==> src/rtl/ark_pkg.sv <==
// Shared types for the ark accumulator core: opcode map and control FSM states.
package ark_pkg;

  typedef enum logic [3:0] {
    OpNop,
    OpAdd,
    OpSub,
    OpAnd,
    OpOr,
    OpXor,
    OpShl,
    OpShr,
    OpMov,
    OpLsi,
    OpLd,
    OpSt,
    OpBr,
    OpBro,
    OpClo,
    OpHalt
  } opcode_e;

  typedef enum logic [1:0] {
    StFetch,
    StExec,
    StMem,
    StHalted
  } state_e;

  localparam logic [15:0] InstCountMax = 16'hFFFF;

endpackage

==> src/rtl/ark_if.sv <==
// Instruction ROM and data memory bus between the ark core and its memories.
interface ark_if #(
  parameter int unsigned DW  = 8,
  parameter int unsigned PCW = 8,
  parameter int unsigned IW  = 10
);

  logic [PCW-1:0] imem_addr;
  logic [IW-1:0]  imem_data;
  logic           dmem_req;
  logic           dmem_we;
  logic [DW-1:0]  dmem_addr;
  logic [DW-1:0]  dmem_wdata;
  logic [DW-1:0]  dmem_rdata;
  logic           dmem_ack;

  modport master (
    output imem_addr,
    input  imem_data,
    output dmem_req,
    output dmem_we,
    output dmem_addr,
    output dmem_wdata,
    input  dmem_rdata,
    input  dmem_ack
  );

  modport slave (
    input  imem_addr,
    output imem_data,
    input  dmem_req,
    input  dmem_we,
    input  dmem_addr,
    input  dmem_wdata,
    output dmem_rdata,
    output dmem_ack
  );

endinterface

==> src/rtl/ark_decode.sv <==
// Pure field extraction from the instruction register; no state.
module ark_decode
  import ark_pkg::*;
#(
  parameter int unsigned RSW = 3,
  parameter int unsigned IW  = 4 + 2 * RSW
) (
  input  logic [IW-1:0]    ir,
  output opcode_e          op,
  output logic [RSW-1:0]   rd,
  output logic [RSW-1:0]   rs,
  output logic [2*RSW-1:0] imm,
  output logic [3:0]       imm4
);

  assign op   = opcode_e'(ir[IW-1 -: 4]);
  assign rd   = ir[2*RSW-1 -: RSW];
  assign rs   = ir[RSW-1:0];
  assign imm  = ir[2*RSW-1:0];
  assign imm4 = ir[3:0];

endmodule

==> src/rtl/ark_core.sv <==
// Multi-cycle accumulator core: FETCH/EXEC/MEM/HALTED control, inline register file and ALU.
module ark_core
  import ark_pkg::*;
#(
  parameter int unsigned DW   = 8,
  parameter int unsigned PCW  = 8,
  parameter int unsigned NREG = 8
) (
  input  logic        CLK,
  input  logic        start,
  ark_if.master       bus,
  output logic        halt,
  output logic [15:0] inst_count,
  output logic        ovf
);

  localparam int unsigned RSW  = $clog2(NREG);
  localparam int unsigned IW   = 4 + 2 * RSW;
  localparam int unsigned IMMW = 2 * RSW;

  state_e         state_q, state_d;
  logic [PCW-1:0] pc_q, pc_d;
  logic [IW-1:0]  ir_q, ir_d;
  logic           ovf_q, ovf_d;
  logic [15:0]    cnt_q;
  logic [DW-1:0]  regs_q [NREG];

  logic           retire;
  logic           rf_we;
  logic [RSW-1:0] rf_waddr;
  logic [DW-1:0]  rf_wdata;

  opcode_e         op;
  logic [RSW-1:0]  rd;
  logic [RSW-1:0]  rs;
  logic [IMMW-1:0] imm;
  logic [3:0]      imm4;

  ark_decode #(
    .RSW (RSW),
    .IW  (IW)
  ) u_decode (
    .ir   (ir_q),
    .op   (op),
    .rd   (rd),
    .rs   (rs),
    .imm  (imm),
    .imm4 (imm4)
  );

  logic [DW-1:0]  r0_val, rd_val, rs_val;
  logic [DW:0]    add_res, sub_res;
  logic [PCW-1:0] pc_inc, pc_br;

  assign r0_val  = regs_q[0];
  assign rd_val  = regs_q[rd];
  assign rs_val  = regs_q[rs];
  // Extra top bit carries the ADD carry-out / SUB borrow.
  assign add_res = {1'b0, rd_val} + {1'b0, rs_val};
  assign sub_res = {1'b0, rd_val} - {1'b0, rs_val};
  assign pc_inc  = pc_q + PCW'(1);
  assign pc_br   = pc_q + PCW'($signed(imm));

  always_comb begin
    state_d  = state_q;
    pc_d     = pc_q;
    ir_d     = ir_q;
    ovf_d    = ovf_q;
    retire   = 1'b0;
    rf_we    = 1'b0;
    rf_waddr = rd;
    rf_wdata = '0;
    unique case (state_q)
      StFetch: begin
        ir_d    = bus.imem_data;
        state_d = StExec;
      end
      StExec: begin
        state_d = StFetch;
        pc_d    = pc_inc;
        retire  = 1'b1;
        case (op)
          OpAdd: begin
            rf_we    = 1'b1;
            rf_wdata = add_res[DW-1:0];
            ovf_d    = add_res[DW];
          end
          OpSub: begin
            rf_we    = 1'b1;
            rf_wdata = sub_res[DW-1:0];
            ovf_d    = sub_res[DW];
          end
          OpAnd: begin
            rf_we    = 1'b1;
            rf_wdata = rd_val & rs_val;
            ovf_d    = 1'b0;
          end
          OpOr: begin
            rf_we    = 1'b1;
            rf_wdata = rd_val | rs_val;
            ovf_d    = 1'b0;
          end
          OpXor: begin
            rf_we    = 1'b1;
            rf_wdata = rd_val ^ rs_val;
            ovf_d    = 1'b0;
          end
          OpShl: begin
            rf_we    = 1'b1;
            rf_wdata = {rd_val[DW-2:0], 1'b0};
            ovf_d    = rd_val[DW-1];
          end
          OpShr: begin
            rf_we    = 1'b1;
            rf_wdata = {1'b0, rd_val[DW-1:1]};
            ovf_d    = rd_val[0];
          end
          OpMov: begin
            rf_we    = 1'b1;
            rf_wdata = rs_val;
          end
          OpLsi: begin
            rf_we    = 1'b1;
            rf_waddr = '0;
            rf_wdata = {r0_val[DW-5:0], imm4};
          end
          OpLd, OpSt: begin
            state_d = StMem;
            pc_d    = pc_q;
            retire  = 1'b0;
          end
          OpBr:  pc_d = pc_br;
          OpBro: pc_d = ovf_q ? pc_inc : pc_br;
          OpClo: ovf_d = 1'b0;
          OpHalt: begin
            state_d = StHalted;
            pc_d    = pc_q;
            retire  = 1'b0;
          end
          default: ;
        endcase
      end
      StMem: begin
        if (bus.dmem_ack) begin
          state_d  = StFetch;
          pc_d     = pc_inc;
          retire   = 1'b1;
          rf_we    = (op == OpLd);
          rf_wdata = bus.dmem_rdata;
        end
      end
      StHalted: ;
      default: state_d = StFetch;
    endcase
  end

  always_ff @(posedge CLK) begin
    if (start) begin
      state_q <= StFetch;
      pc_q    <= '0;
      ir_q    <= '0;
      ovf_q   <= 1'b0;
      cnt_q   <= '0;
    end else begin
      state_q <= state_d;
      pc_q    <= pc_d;
      ir_q    <= ir_d;
      ovf_q   <= ovf_d;
      if (retire && (cnt_q != InstCountMax)) begin
        cnt_q <= cnt_q + 16'd1;
      end
    end
  end

  always_ff @(posedge CLK) begin
    if (start) begin
      regs_q <= '{default: '0};
    end else if (rf_we) begin
      regs_q[rf_waddr] <= rf_wdata;
    end
  end

  assign bus.imem_addr  = pc_q;
  assign bus.dmem_req   = (state_q == StMem);
  assign bus.dmem_we    = (state_q == StMem) && (op == OpSt);
  assign bus.dmem_addr  = r0_val;
  assign bus.dmem_wdata = rs_val;
  assign halt           = (state_q == StHalted);
  assign inst_count     = cnt_q;
  assign ovf            = ovf_q;

endmodule

==> src/flat_wrapper.sv <==
// flat-port wrapper written by rule: the top's interface ports become plain ports
module ark_core_flat import ark_pkg::*;
#(
  parameter int unsigned DW   = 8,
  parameter int unsigned PCW  = 8,
  parameter int unsigned NREG = 8
)
  (CLK, start, halt, inst_count, ovf, bus_imem_addr, bus_imem_data, bus_dmem_req, bus_dmem_we, bus_dmem_addr, bus_dmem_wdata, bus_dmem_rdata, bus_dmem_ack);
  ark_if #(.DW(DW), .PCW(PCW)) bus_i ();
  input  logic CLK;
  input  logic start;
  output logic halt;
  output logic [15:0] inst_count;
  output logic ovf;
  output wire logic [$bits(bus_i.imem_addr)-1:0] bus_imem_addr;
  input wire logic [$bits(bus_i.imem_data)-1:0] bus_imem_data;
  output wire logic [$bits(bus_i.dmem_req)-1:0] bus_dmem_req;
  output wire logic [$bits(bus_i.dmem_we)-1:0] bus_dmem_we;
  output wire logic [$bits(bus_i.dmem_addr)-1:0] bus_dmem_addr;
  output wire logic [$bits(bus_i.dmem_wdata)-1:0] bus_dmem_wdata;
  input wire logic [$bits(bus_i.dmem_rdata)-1:0] bus_dmem_rdata;
  input wire logic [$bits(bus_i.dmem_ack)-1:0] bus_dmem_ack;
  assign bus_imem_addr = bus_i.imem_addr;
  assign bus_i.imem_data = bus_imem_data;
  assign bus_dmem_req = bus_i.dmem_req;
  assign bus_dmem_we = bus_i.dmem_we;
  assign bus_dmem_addr = bus_i.dmem_addr;
  assign bus_dmem_wdata = bus_i.dmem_wdata;
  assign bus_i.dmem_rdata = bus_dmem_rdata;
  assign bus_i.dmem_ack = bus_dmem_ack;
  ark_core #(.DW(DW), .PCW(PCW), .NREG(NREG)) u_core (.CLK(CLK), .start(start), .bus(bus_i), .halt(halt), .inst_count(inst_count), .ovf(ovf));
endmodule
==> config.mk <==
export PLATFORM = sky130hd
export DESIGN_NAME = ark_core_flat
export DESIGN_NICKNAME = d
export VERILOG_FILES = /design/src/rtl/ark_pkg.sv /design/src/rtl/ark_if.sv /design/src/rtl/ark_decode.sv /design/src/rtl/ark_core.sv /design/src/flat_wrapper.sv
export SDC_FILE = /design/constraint.sdc
export NUM_CORES = 1
export LEC_CHECK = 0
export BUFFER_PORTS_ARGS = -buffer_cell sky130_fd_sc_hd__buf_2
export CAP_MARGIN = 0
export CORE_MARGIN = 2
export CORE_UTILIZATION = 52
export CTS_BUF_LIST = sky130_fd_sc_hd__clkbuf_16
export DETAILED_ROUTE_END_ITERATION = 10
export GPL_TIMING_DRIVEN = 1
export PLACE_DENSITY = 0.74
export SLEW_MARGIN = 20
export SYNTH_ARGS = -nofsm -noshare
export SYNTH_HDL_FRONTEND = slang
export SYNTH_SLANG_ARGS = --single-unit
export TNS_END_PERCENT = 50
==> constraint.sdc <==
create_clock -name CLK -period 3.4 [get_ports CLK]
set_input_delay 0 -clock CLK [delete_from_list [all_inputs] [get_ports CLK]]
set_output_delay 0 -clock CLK [all_outputs]
set_load 0.05 [all_outputs]
Word-level counts from Yosys, hierarchy flattened
Cells that the tools add are included.

cells by class
  eq/ne operators = 21
  $lt $le $gt $ge = 4
  reductions and logical operators = 14
  mux-type cells = 28
  bitwise logic cells = 6
  add/sub/neg operators = 5

operators by type and width
  operator                                                          count
  8-bit case mux with 9 select lines                                1
  64-bit bitwise mux                                                1
  8-bit 2-to-1 mux                                                  8
  8-bit binary-select mux with 3-bit select                         2
  4-bit == test (second input constant)                             8
  8-bit case mux with 2 select lines                                2
  8-bit demux with 3-bit select                                     1
  8-bit case mux with 3 select lines                                1
  16-bit by 1-bit adder with 16-bit output (second input constant)  1
  4-bit by 3-bit == test with 1-bit output (second input constant)  4
  16-bit != test (second input constant)                            1
  4-bit >= comparator (second input constant)                       3
  3-bit NOT with 4-bit output                                       3
  8-bit by 8-bit adder with 9-bit output                            1
  9-bit OR reduction                                                1
  8-bit by 8-bit subtractor with 9-bit output                       1
  8-bit by 1-bit adder with 8-bit output (second input constant)    1
  8-bit adder                                                       1
  8-bit AND                                                         1
  4-bit by 2-bit == test with 1-bit output (second input constant)  2
  8-bit OR                                                          1
  8-bit bitwise XOR                                                 1
  3-bit 2-to-1 mux                                                  2
  2-bit case mux with 3 select lines                                1
  21 further kinds                                                  29

storage, ports and cells
  register bits = 101
  bits of input ports = 21
  logic and storage cells = 91

Logic depth before layout (Yosys ltp)
Gate-level depths: netlist (run 1).

  word-level depth = 9
  depth in mapped cells = 14
  depth with buffers taken out = 11

By module
A second synthesis (run 1) with hierarchy kept.

second synthesis, totals
  cells, all modules = 816
  area, all modules = 7131.8 um2

modules (own cells, without submodules)
  module      seq. area each (um2)  cells an instance  times used  area an instance (um2)
  ark_core    2021.9                796                1           6981.7
  ark_decode  0.0                   20                 1           150.1

Least setup slack after synthesis (run 1)
No wires, ideal clock.

  kind = flip-flop to flip-flop
  start = register u_core.ir_q[1]
  end = register u_core.regs_q, in the netlist u_core.bus.dmem_addr[7]
  slack = -112 ps
  cell stages (with the launch flop) = 12
  data arrival time = 3380 ps
  data required time = 3268 ps
  clock period less this slack = 3512 ps
  path through = dfxtp_1 > buf_4 > mux4_2 > mux2_2 > inv_1 > ha_1 > o21ba_2 > or4_1 > a211oi_1 > o31ai_1 > nor3b_4 > a21oi_1

on the way
  longest elaborated chain between the ends = 8
  elaborated cells on any way between the ends = 12
  those cells by class = add/sub: 2; mux: 6; bitwise: 4

RTL lines
  item                                                                                                   line                            source
  start, declared                                                                                        ark_core.sv:23                  logic [IW-1:0] ir_q, ir_d;
  start signal, assigned                                                                                 ark_core.sv:167                 ir_q <= ir_d;
  3-bit NOT with 4-bit output (not written as such) (*)                                                  ark_core.sv:57                  assign rs_val = regs_q[rs];
  8-bit binary-select mux with 3-bit select (*)                                                          ark_core.sv:57
  8-bit 2-to-1 mux (not written as such) (*) (2 in a row)                                                ark_core.sv:57
  named net bus_dmem_wdata[1]                                                                            flat_wrapper.sv:20              output wire logic [$bits(bus_i.dmem_wdata)-1:0] bus_dmem_wdata;
  8-bit by 8-bit subtractor with 9-bit output or 8-bit by 8-bit adder with 9-bit output (tied branches)  ark_core.sv:60, ark_core.sv:59
  8-bit case mux with 9 select lines (*)                                                                 ark_core.sv:82                  case (op)
  8-bit case mux with 2 select lines (*)                                                                 ark_core.sv:73                  unique case (state_q)
  64-bit bitwise mux (*)                                                                                 ark_core.sv:179                 regs_q[rf_waddr] <= rf_wdata;
  end signal, assigned by index                                                                          ark_core.sv:179
  end, declared                                                                                          ark_core.sv:26                  logic [DW-1:0] regs_q [NREG];

Mark *: on every way through the listed nets, which the timed path passes. The rest lies on a longest branch. The select of a mux whose other input is x is not followed.
A chain may end at the register's enable or synchronous reset.

Worst setup path in the final report (run 1)
  start = register u_core.ir_q[3]
  end = register u_core.regs_q[53] in the netlist's numbering

on the way
  longest elaborated chain between the ends = 8
  elaborated cells on any way between the ends = 20
  those cells by class = add/sub: 2; order compare: 2; mux: 10; bitwise: 5; reduce/logical: 1

RTL lines
  item                                                                                   line                             source
  3-bit NOT with 4-bit output (not written as such) or 3-bit 2-to-1 mux (tied branches)  ark_core.sv:56, ark_core.sv:82
  8-bit binary-select mux with 3-bit select or 3-bit 2-to-1 mux (tied branches)          ark_core.sv:56, ark_core.sv:73
  8-bit 2-to-1 mux (not written as such) or 3-bit NOT with 4-bit output (tied branches)  ark_core.sv:56, ark_core.sv:179
  8-bit 2-to-1 mux (not written as such), or another cell as far along                   ark_core.sv:56                   assign rd_val = regs_q[rd];
  8-bit by 8-bit subtractor with 9-bit output, or another cell as far along              ark_core.sv:60                   assign sub_res = {1'b0, rd_val} - {1'b0, rs_val};
  8-bit case mux with 9 select lines or 8-bit 2-to-1 mux (tied branches)                 ark_core.sv:82, ark_core.sv:179
  8-bit case mux with 2 select lines or 8-bit demux with 3-bit select (tied branches)    ark_core.sv:73, ark_core.sv:179
  64-bit bitwise mux (*)                                                                 ark_core.sv:179

Every way passes the cells marked *; elsewhere a longest branch is shown, timed or not. The select of a mux whose other input is x is not followed.

==> impl_metrics.ini, run 1 <==
[critical_path]
critPathCaptureType = flip-flop
start_kind = flip-flop
path_class = flip-flop to flip-flop
required_ns = 3.61
cp.arrival_ns = 3.54
worstPathMaxFanout = 8

[logic_synthesis]
synth_top_area_cell = dfxtp_1
synth_area_per_cell_um2 = 8.62
ys_seq_elements = 101
synth_fp_nets = 942
synth_xor_area_share_pct = 2.65
synth_area_um2 = 7590
synth_simple_gate_area_share_pct = 23.2
ys.flop_type = dfxtp_1
async_reset_ff_share_pct = 0
synth_top_family_by_area = simple AND/OR/NAND/NOR gates
synth_fa_ha_area_share_pct = 7.06
synth_commonest_cells = dfxtp_1, nor2_1, nand3b_1
yosysMostFrequentCell = dfxtp_1
synth_compound_area_share_pct = 19.7
ys_top_cells_by_area = dfxtp_1, mux4_2, ha_1
syn_inst = 880
yosysSeqAreaShare_pct = 26.6
synth_cell_types = 84
ys_warn_count = 0
muxShareOfSynthArea_pct = 13.7
synth_top_area_share_pct = 26.6
synth-edff-count = 0

[power_and_ir_drop]
powerDensity_nw_per_um2 = 346
p_seq_share_pct = 40.5
internal_power_mw = 2.09
pwr-share-clk_pct = 33.7
p_sw_share_pct = 32.1
finalPower_mw = 3.08
net-switching-power_uw = 987
irDropWorstVdd_uv = 259
leakage_nw = 3.56
pwr-share-comb_pct = 25.8

[cts]
htree_levels = 3
clockBufferDepth = 2
clkSinkCount = 101
clock-root-buffer = clkbuf_16
clkLatencyLatePin_ns = 0.35
cts_tree = yes
cts-buffers-inserted = 9
clkSlewWorstSetupHoldPaths_ns = 0.07

[placed_design]
place_congestion = 1.01
port_buffers = 64
hpwl_um = 17000
dp_cells = 1124

[timing]
relSlewSlack_pct = 32.5
period_minus_slack_ns = 3.33
final-setup-viol-count = 0
finClkSkew_ns = 0.0113
period_share_pct = 97.8
tns_ns = 0
slew_violations = 0
hold_violations = 0
max_freq_ghz = 0.301
worstMarginPinSlew_ns = 1.01

[routing]
vias = 7492
routed_wirelength_um = 23600
wl_met1_um = 9810
met2_length_um = 11000
drt_iter0_markers = 883
ant_nets = 0
first_pass_iters = 7
top_layer_used = met4
viasPerCell = 6.49
drt-wirelength-per-cell_um = 20.5
wl_met3_um = 1900
drcViolationCount = 0

[die]
die-height_um = 125
die_area_um2 = 15600
dieWidth_um = 125
core-area_um2 = 14400
pin_count = 65
rows = 44
start_util_pct = 52.8

[global_routing]
grt_max_degree = 98
grt_pass1_vias = 6877
antenna_found_initial = 0
grt.overflow.total = 0
grt_pass1_wl_um = 36900
grt_usage_pct = 29.5

[final_layout]
syn2layout_area_growth_pct = 17.1
n_antenna_cell = 0
fin_nets = 1028
drive_gt1_share_pct = 24.4
stdcell_count = 1154

[status]
status = completed

[job]
drv_cap = 0

[min_path]
hold_path_class = input pin to flip-flop
[worst max-delay path, cell delays in order, from the launching register on]
cell and delay, ns:
dfxtp_1 0.53, mux4_2 0.54, mux2_2 0.31, inv_1 0.09
ha_1 0.24, or4_4 0.56, a31o_4 0.26, o32a_1 0.19
o31ai_4 0.23, buf_12 0.16, o21ai_1 0.07
[routing by layer]
layer	vias to the layer above	track usage, %
li1	3410	-
met1	3597	39.2
met2	414	47.8
met3	71	4.51
met4	0	12.5
met5	-	0
[through the flow]
stage | area, um2 | hold WS (ns) | utilization [%] | worst slack [ns]
finish | 8890 | 0.0124 | 61.9 | 0.0739
global route | 8890 | 0.0255 | 61.9 | -0.0291
CTS | 8750 | 0.00568 | 60.9 | 0.00894
detailed placement | 8360 | 0.248 | 58.2 | 0.0118
global placement | 8360 | 0.236 | 58.2 | 0.0695
floorplan | 7620 | 0.148 | - | 0.00106
[kinds of logic (layout without fill, tap and decap cells)]
logic type / Yosys count / count (layout)
DFF: 101 / 101
and+or+nand+nor: 313 / 313
AOI/OAI and AO/OA: 218 / 218
xor gates and xnor gates: 23 / 23
adders and majority gates: 41 / 41
buffers and inverters: 112 / 202
muxes: 72 / 72
[registers in the layout, indices dropped and copies added (netlist names)]
register and count:
u_core.regs_q 56, u_core.ovf 1, u_core.state_q 2, u_core.inst_count 16
u_core.ir_q 10, u_core.bus.dmem_addr 8, u_core.bus.imem_addr 8
[area by class of cell]
type / instances / area, um2
timing repair buffer: 149 / 1080
sequential: 101 / 2030
fill: 1195 / 5480
multi-input combinational: 667 / 5120
clock inverter: 6 / 63.8
clock buffer: 9 / 225
tap: 184 / 230
inverter: 38 / 143
[worst paths after layout]
check | end | depth (start not counted) | slack [ns] | from
max | u_core.regs_q[53] | 10 | 0.07 | u_core.ir_q[3]
min | u_core.regs_q[33] | 3 | 0.01 | bus_dmem_rdata[1]
max reg2reg | u_core.regs_q[53] | 10 | 0.07 | u_core.ir_q[3]
min reg2reg | u_core.regs_q[18] | 2 | 0.50 | u_core.regs_q[18]
[layout by cell type (no fill, tap or decap), types with 4 or more instances in the layout]
cell type / synthesis / final
dfxtp_1: 101 / 97
nor2_1: 69 / 69
buf_4: 14 / 68
buf_2: 21 / 64
nand3b_1: 50 / 50
a21oi_1: 45 / 45
nand2_1: 39 / 38
o21ai_0: 38 / 38
mux2i_1: 36 / 36
ha_1: 38 / 36
inv_1: 37 / 35
o21ai_1: 34 / 34
nor3_1: 28 / 28
mux4_2: 23 / 23
xnor2_1: 21 / 21
nand3_1: 20 / 20
nor2b_1: 20 / 19
nand2b_1: 15 / 15
nand4_1: 13 / 13
a22oi_1: 11 / 11
clkbuf_16: 0 / 10
dlygate4sd3_1: 0 / 10
and3_1: 10 / 9
nor3b_1: 9 / 9
o22ai_1: 8 / 8
a21o_1: 8 / 8
nor4_1: 7 / 7
mux2_4: 4 / 6
mux2_2: 8 / 6
a31oi_1: 7 / 6
or2_2: 6 / 6
a31o_2: 7 / 6
buf_12: 0 / 6
a211oi_1: 7 / 5
o211ai_1: 4 / 4
or4_1: 5 / 4
and4_1: 4 / 4
[power by group through the flow]
stage          clock network [mW]  registers (mW)  logic, mW
3_3_place_gp                    0            1.27      0.735
3_5_place_dp                    0            1.27      0.742
4_1_cts                      1.04            1.24      0.754
2_1_floorplan                   0            1.27      0.512
5_1_grt                      1.10            1.25      0.845
6_report                     1.04            1.25      0.795
[timing repair]
item,in CTS,in global routing
gates cloned,0,1
setup endpoints to repair,5,48
hold endpoints to repair,10,0
hold buffers,10,0
setup buffers,0,4
gates resized for setup,1,15
pin swaps,0,3
(Power assumes the default switching activity.)
==> run 2, diff against run 1 <==
--- a/config.mk
+++ b/config.mk
@@ -9,7 +9,7 @@
 export CAP_MARGIN = 0
 export CORE_MARGIN = 2
 export CORE_UTILIZATION = 52
-export CTS_BUF_LIST = sky130_fd_sc_hd__clkbuf_16
+export CTS_BUF_LIST = sky130_fd_sc_hd__clkbuf_2 sky130_fd_sc_hd__clkbuf_4 sky130_fd_sc_hd__clkbuf_8
 export DETAILED_ROUTE_END_ITERATION = 10
 export GPL_TIMING_DRIVEN = 1
 export PLACE_DENSITY = 0.74
==> impl_metrics.ini, run 2 (synthesis results as in run 1) <==
[status]
status = completed

[final_layout]
final_core_util_pct = 61.4
mostFrequentLayoutCells = dfxtp_1, nor2_1, buf_4
n_antenna_cell = 0
final_common_cell = dfxtp_1
top_register = u_core.regs_q
stdcell_count = 1155
drive_gt1_share_pct = 24.5
final_cell_area_um2 = 8820
fillers = 1207
fin_nets = 1029
largest_reg_flops = 56
syn2layout_area_growth_pct = 16.2

[min_path]
hold_path_depth = 5
hold_path_class = input pin to flip-flop

[critical_path]
path_class = flip-flop to flip-flop
critPathCaptureType = flip-flop
start_kind = flip-flop
cp.arrival_ns = 3.61
rr_worst_depth = 10
r2r_slack_ns = 0.08
worstPathMaxFanout = 7
required_ns = 3.69

[power_and_ir_drop]
pwr-share-comb_pct = 28.0
net-switching-power_uw = 957
p_seq_share_pct = 43.8
leakage_nw = 3.52
powerDensity_nw_per_um2 = 322
irDropWorstVdd_uv = 207
internal_power_mw = 1.88
p_sw_share_pct = 33.7
pwr-share-clk_pct = 28.1

[job]
drv_cap = 0

[die]
rows = 44
die-height_um = 125
core-area_um2 = 14400
die_area_um2 = 15600
start_util_pct = 52.8
dieWidth_um = 125
pin_count = 65

[routing]
viasPerCell = 6.45
routed_wirelength_um = 23500
drt-wirelength-per-cell_um = 20.3
vias = 7446
drcViolationCount = 0
ant_nets = 0
first_pass_iters = 6
drt_iter0_markers = 825

[cts]
clkLatencyLatePin_ns = 0.39
clock-root-buffer = clkbuf_8
clkSinkCount = 101
clockBufferDepth = 2
cts_tree = yes
cts-buffers-inserted = 9
htree_levels = 3
clkSlewWorstSetupHoldPaths_ns = 0.10

[timing]
max_freq_ghz = 0.301
worstMarginPinSlew_ns = 1.00
hold_violations = 0
final-setup-viol-count = 0
finClkSkew_ns = 0.0157
tns_ns = 0
period_minus_slack_ns = 3.32
relSlewSlack_pct = 33.3
slew_violations = 0
period_share_pct = 97.7

[placed_design]
port_buffers = 64
dp_cells = 1124
hpwl_um = 17000
place_congestion = 1.01
place_area_um2 = 8360

[global_routing]
antenna_found_initial = 0
grt_max_degree = 98
grt_pass1_vias = 6840
grt_usage_pct = 29.2
grt_pass1_wl_um = 36400
grt.overflow.total = 0
[run 2: path summary, 6_finish.rpt]
kind / to / from
worst max-delay path: u_core.regs_q[12] / u_core.ir_q[1]
worst min-delay path: u_core.state_q[0] / bus_dmem_ack
worst max register to register: u_core.regs_q[12] / u_core.ir_q[1]
worst min register to register: u_core.regs_q[18] / u_core.regs_q[18]
[run 2: critical path, stage by stage (launching register included)]
cell and delay, ns:
dfxtp_2 0.43, mux4_2 0.51, mux2_4 0.31, ha_1 0.23, fa_1 0.42, nor2_1 0.18, o21ba_2 0.14, nor2_1 0.04
a221o_1 0.38, a21o_1 0.30, a31o_2 0.27
[run 2: power groups by stage]
stage	Combinational (mW)	Clock (mW)	Sequential, mW
2_1_floorplan	0.512	0	1.27
3_3_place_gp	0.735	0	1.27
3_5_place_dp	0.742	0	1.27
4_1_cts	0.754	0.805	1.24
5_1_grt	0.847	0.859	1.25
6_report	0.797	0.799	1.25
[run 2: final cells by class]
type | instances | area [um2] | area share [%]
Clock buffer | 10 | 138 | 1.56
Clock inverter | 5 | 60.1 | 0.681
Inverter | 38 | 145 | 1.65
Multi-Input combinational cell | 667 | 5120 | 58.1
Sequential cell | 101 | 2030 | 23.0
Tap cell | 184 | 230 | 2.61
Timing Repair Buffer | 150 | 1090 | 12.3
[run 2: per-layer routing]
layer  share of wire, %  wire [um]  global-route usage, %
met1                 41       9530                   37.8
met5                  0          0                      0
met2                 46      10800                   46.7
met3                9.1       2130                   5.97
met4                4.6       1080                   14.1
[run 2: what timing repair did]
| action | 4_1_cts | 5_1_grt |
|---|---|---|
| buffers inserted | 0 | 3 |
| endpoints found under the setup margin | 7 | 48 |
| endpoints found under the hold margin | 19 | 0 |
| pin swaps | 0 | 2 |
| gates cloned | 0 | 1 |
| resized for setup | 1 | 17 |
| hold buffers | 12 | 0 |
[run 2: metrics by stage]
step	hold slack, ns	power, mW	worst slack, ns
floorplan	0.148	1.78	0.00106
global placement	0.236	2.00	0.0695
detailed placement	0.248	2.01	0.0118
CTS	0.0676	2.80	0.000418
global route	0.170	2.95	-0.0191
finish	0.0865	2.84	0.0779
==> run 3, diff against run 2 <==
--- a/config.mk
+++ b/config.mk
@@ -11,7 +11,7 @@
 export CORE_UTILIZATION = 52
 export CTS_BUF_LIST = sky130_fd_sc_hd__clkbuf_2 sky130_fd_sc_hd__clkbuf_4 sky130_fd_sc_hd__clkbuf_8
 export DETAILED_ROUTE_END_ITERATION = 10
-export GPL_TIMING_DRIVEN = 1
+export GPL_TIMING_DRIVEN = 0
 export PLACE_DENSITY = 0.74
 export SLEW_MARGIN = 20
 export SYNTH_ARGS = -nofsm -noshare
==> impl_metrics.ini, run 3 (synthesis results as in run 1) <==
[power_and_ir_drop]
powerDensity_nw_per_um2 = 317
irDropWorstVdd_uv = 212
leakage_nw = 3.53

[timing]
worst_slack_ns = -0.0332
relSlewSlack_pct = 22.0
max_freq_ghz = 0.291
timing.hold.ws_ns = 0.0572
finClkSkew_ns = 0.0204
rsz0062_at_grt = yes
hold_violations = 0
period_minus_slack_ns = 3.43
period_share_pct = 101
final-setup-viol-count = 8
worstMarginPinSlew_ns = 1.17
tns_ns = -0.199
slew_violations = 0

[placed_design]
hpwl_um = 18000
port_buffers = 63
place_ws_ns = -0.659
place_congestion = 0.949

[cts]
clock-root-buffer = clkbuf_8
clkSinkCount = 101
htree_levels = 3
cts_tree = yes
clkSlewWorstSetupHoldPaths_ns = 0.11
clkLatencyLatePin_ns = 0.40
cts-buffers-inserted = 9
clockBufferDepth = 2

[critical_path]
cp_num_buf_inv = 3
path_class = flip-flop to flip-flop
cpPeakStageDelay_ns = 0.54
cpMostUsedCell = buf_12
required_ns = 3.68
crit_path_top_delay_cell = or4_4
worstPathMaxFanout = 8
critPathCaptureType = flip-flop
cp.arrival_ns = 3.72
start_kind = flip-flop
crit_family = compound AO/OA/AOI/OAI gates
path_cells = buf_12 -> buf_12 -> mux4_2 -> mux2_4 -> ha_4 -> o21ba_4 -> or4_4 -> a31o_4 -> o32a_1 -> o31ai_4 -> buf_12 -> o21ai_1

[final_layout]
drive_gt1_share_pct = 26.3
fillers = 1240
n_antenna_cell = 0
top_register = u_core.regs_q
multi_input_area_um2 = 5310
seq_area_um2 = 2030
largest_reg_flops = 56
syn2layout_area_growth_pct = 19.2
fin_nets = 1048
mostFrequentLayoutCells = dfxtp_1, buf_2, nor2_1
final_core_util_pct = 62.9
final_common_cell = dfxtp_1

[die]
die-height_um = 125
die_area_um2 = 15600
pin_count = 65
core-area_um2 = 14400
rows = 44
start_util_pct = 52.8
dieWidth_um = 125

[global_routing]
grt_pass1_wl_um = 38500
grt_max_degree = 20
grt_usage_pct = 31.1
grt.overflow.total = 0
grt_pass1_vias = 7128
antenna_found_initial = 0

[routing]
met2_length_um = 11500
top_layer_used = met4
drt_iter0_markers = 803
vias = 7550
viasPerCell = 6.43
first_pass_iters = 5
drcViolationCount = 0
routed_wirelength_um = 24700
wl_met1_um = 10200
drt-wirelength-per-cell_um = 21.1
ant_nets = 0
wl_met3_um = 2110

[status]
violations = setup timing
status = finished with violations

[min_path]
hold_path_class = input pin to flip-flop

[job]
drv_cap = 0
## run 3: changes by cell type in the layout (fill, tap and decap cells not counted), moves of 3 or more
cell | previous run | this run
ha_2 | 0 | 4
buf_2 | 64 | 77
clkbuf_2 | 0 | 3
o21ai_1 | 34 | 29
ha_1 | 36 | 29
buf_4 | 67 | 34
o21ai_2 | 1 | 8
buf_6 | 0 | 8
clkbuf_1 | 0 | 27
ha_4 | 2 | 5
## run 3: per-layer routing
layer	up-vias	GRT usage (%)
met1	3614	40.3
met2	409	50.2
met4	0	13.9
met5	-	0
met3	72	6.06
li1	3455	-
## run 3: layout make-up
class	count	area share (%)
multi-input combinational	667	58.7
sequential	101	22.5
timing repair buffer	97	7.21
buffer	72	5.09
tap	184	2.55
inverter	38	1.70
clock buffer	10	1.52
clock inverter	6	0.719
## run 3: worst paths after layout
path | cells past startpoint | to | start | slack (ns)
min reg2reg | 2 | u_core.regs_q[22] | u_core.regs_q[22] | 0.51
min | 5 | u_core.state_q[0] | bus_dmem_ack | 0.06
max | 12 | u_core.regs_q[45] | u_core.ir_q[1] | -0.03
max reg2reg | 12 | u_core.regs_q[45] | u_core.ir_q[1] | -0.03
## run 3: metrics by stage
stage / power [mW] / instance area, um2 / instances
after CTS: 2.82 / 8770 / 1163
after global placement: 1.98 / 8160 / 1127
final: 2.87 / 9040 / 1175
after global routing: 2.98 / 9040 / 1175
after floorplan: 1.78 / 7620 / 880
after detailed placement: 1.98 / 8170 / 1127
## run 3: report_power, final
| part | leakage (nW) | switching [mW] | internal (mW) |
|---|---|---|---|
| combinational | 2.60 | 0.518 | 0.319 |
| sequential | 0.819 | 0.0317 | 1.20 |
| clock | 0.104 | 0.489 | 0.308 |
| total | 3.53 | 1.04 | 1.83 |
## run 3: tightest hold or removal path, delay by kind of cell
family,cells,cell delay (ns)
buffers and inverters,2,0.17
AND/OR/NAND/NOR,2,0.15
AO/OA/AOI/OAI,1,0.09
## run 3: what timing repair did
action | 4_1_cts | 5_1_grt
buffers inserted | 11 | 12
resized for setup | 49 | 42
endpoints found under the setup margin | 57 | 56
hold buffers | 11 | 0
hold endpoints to repair | 11 | 0
pin swaps | 9 | 29
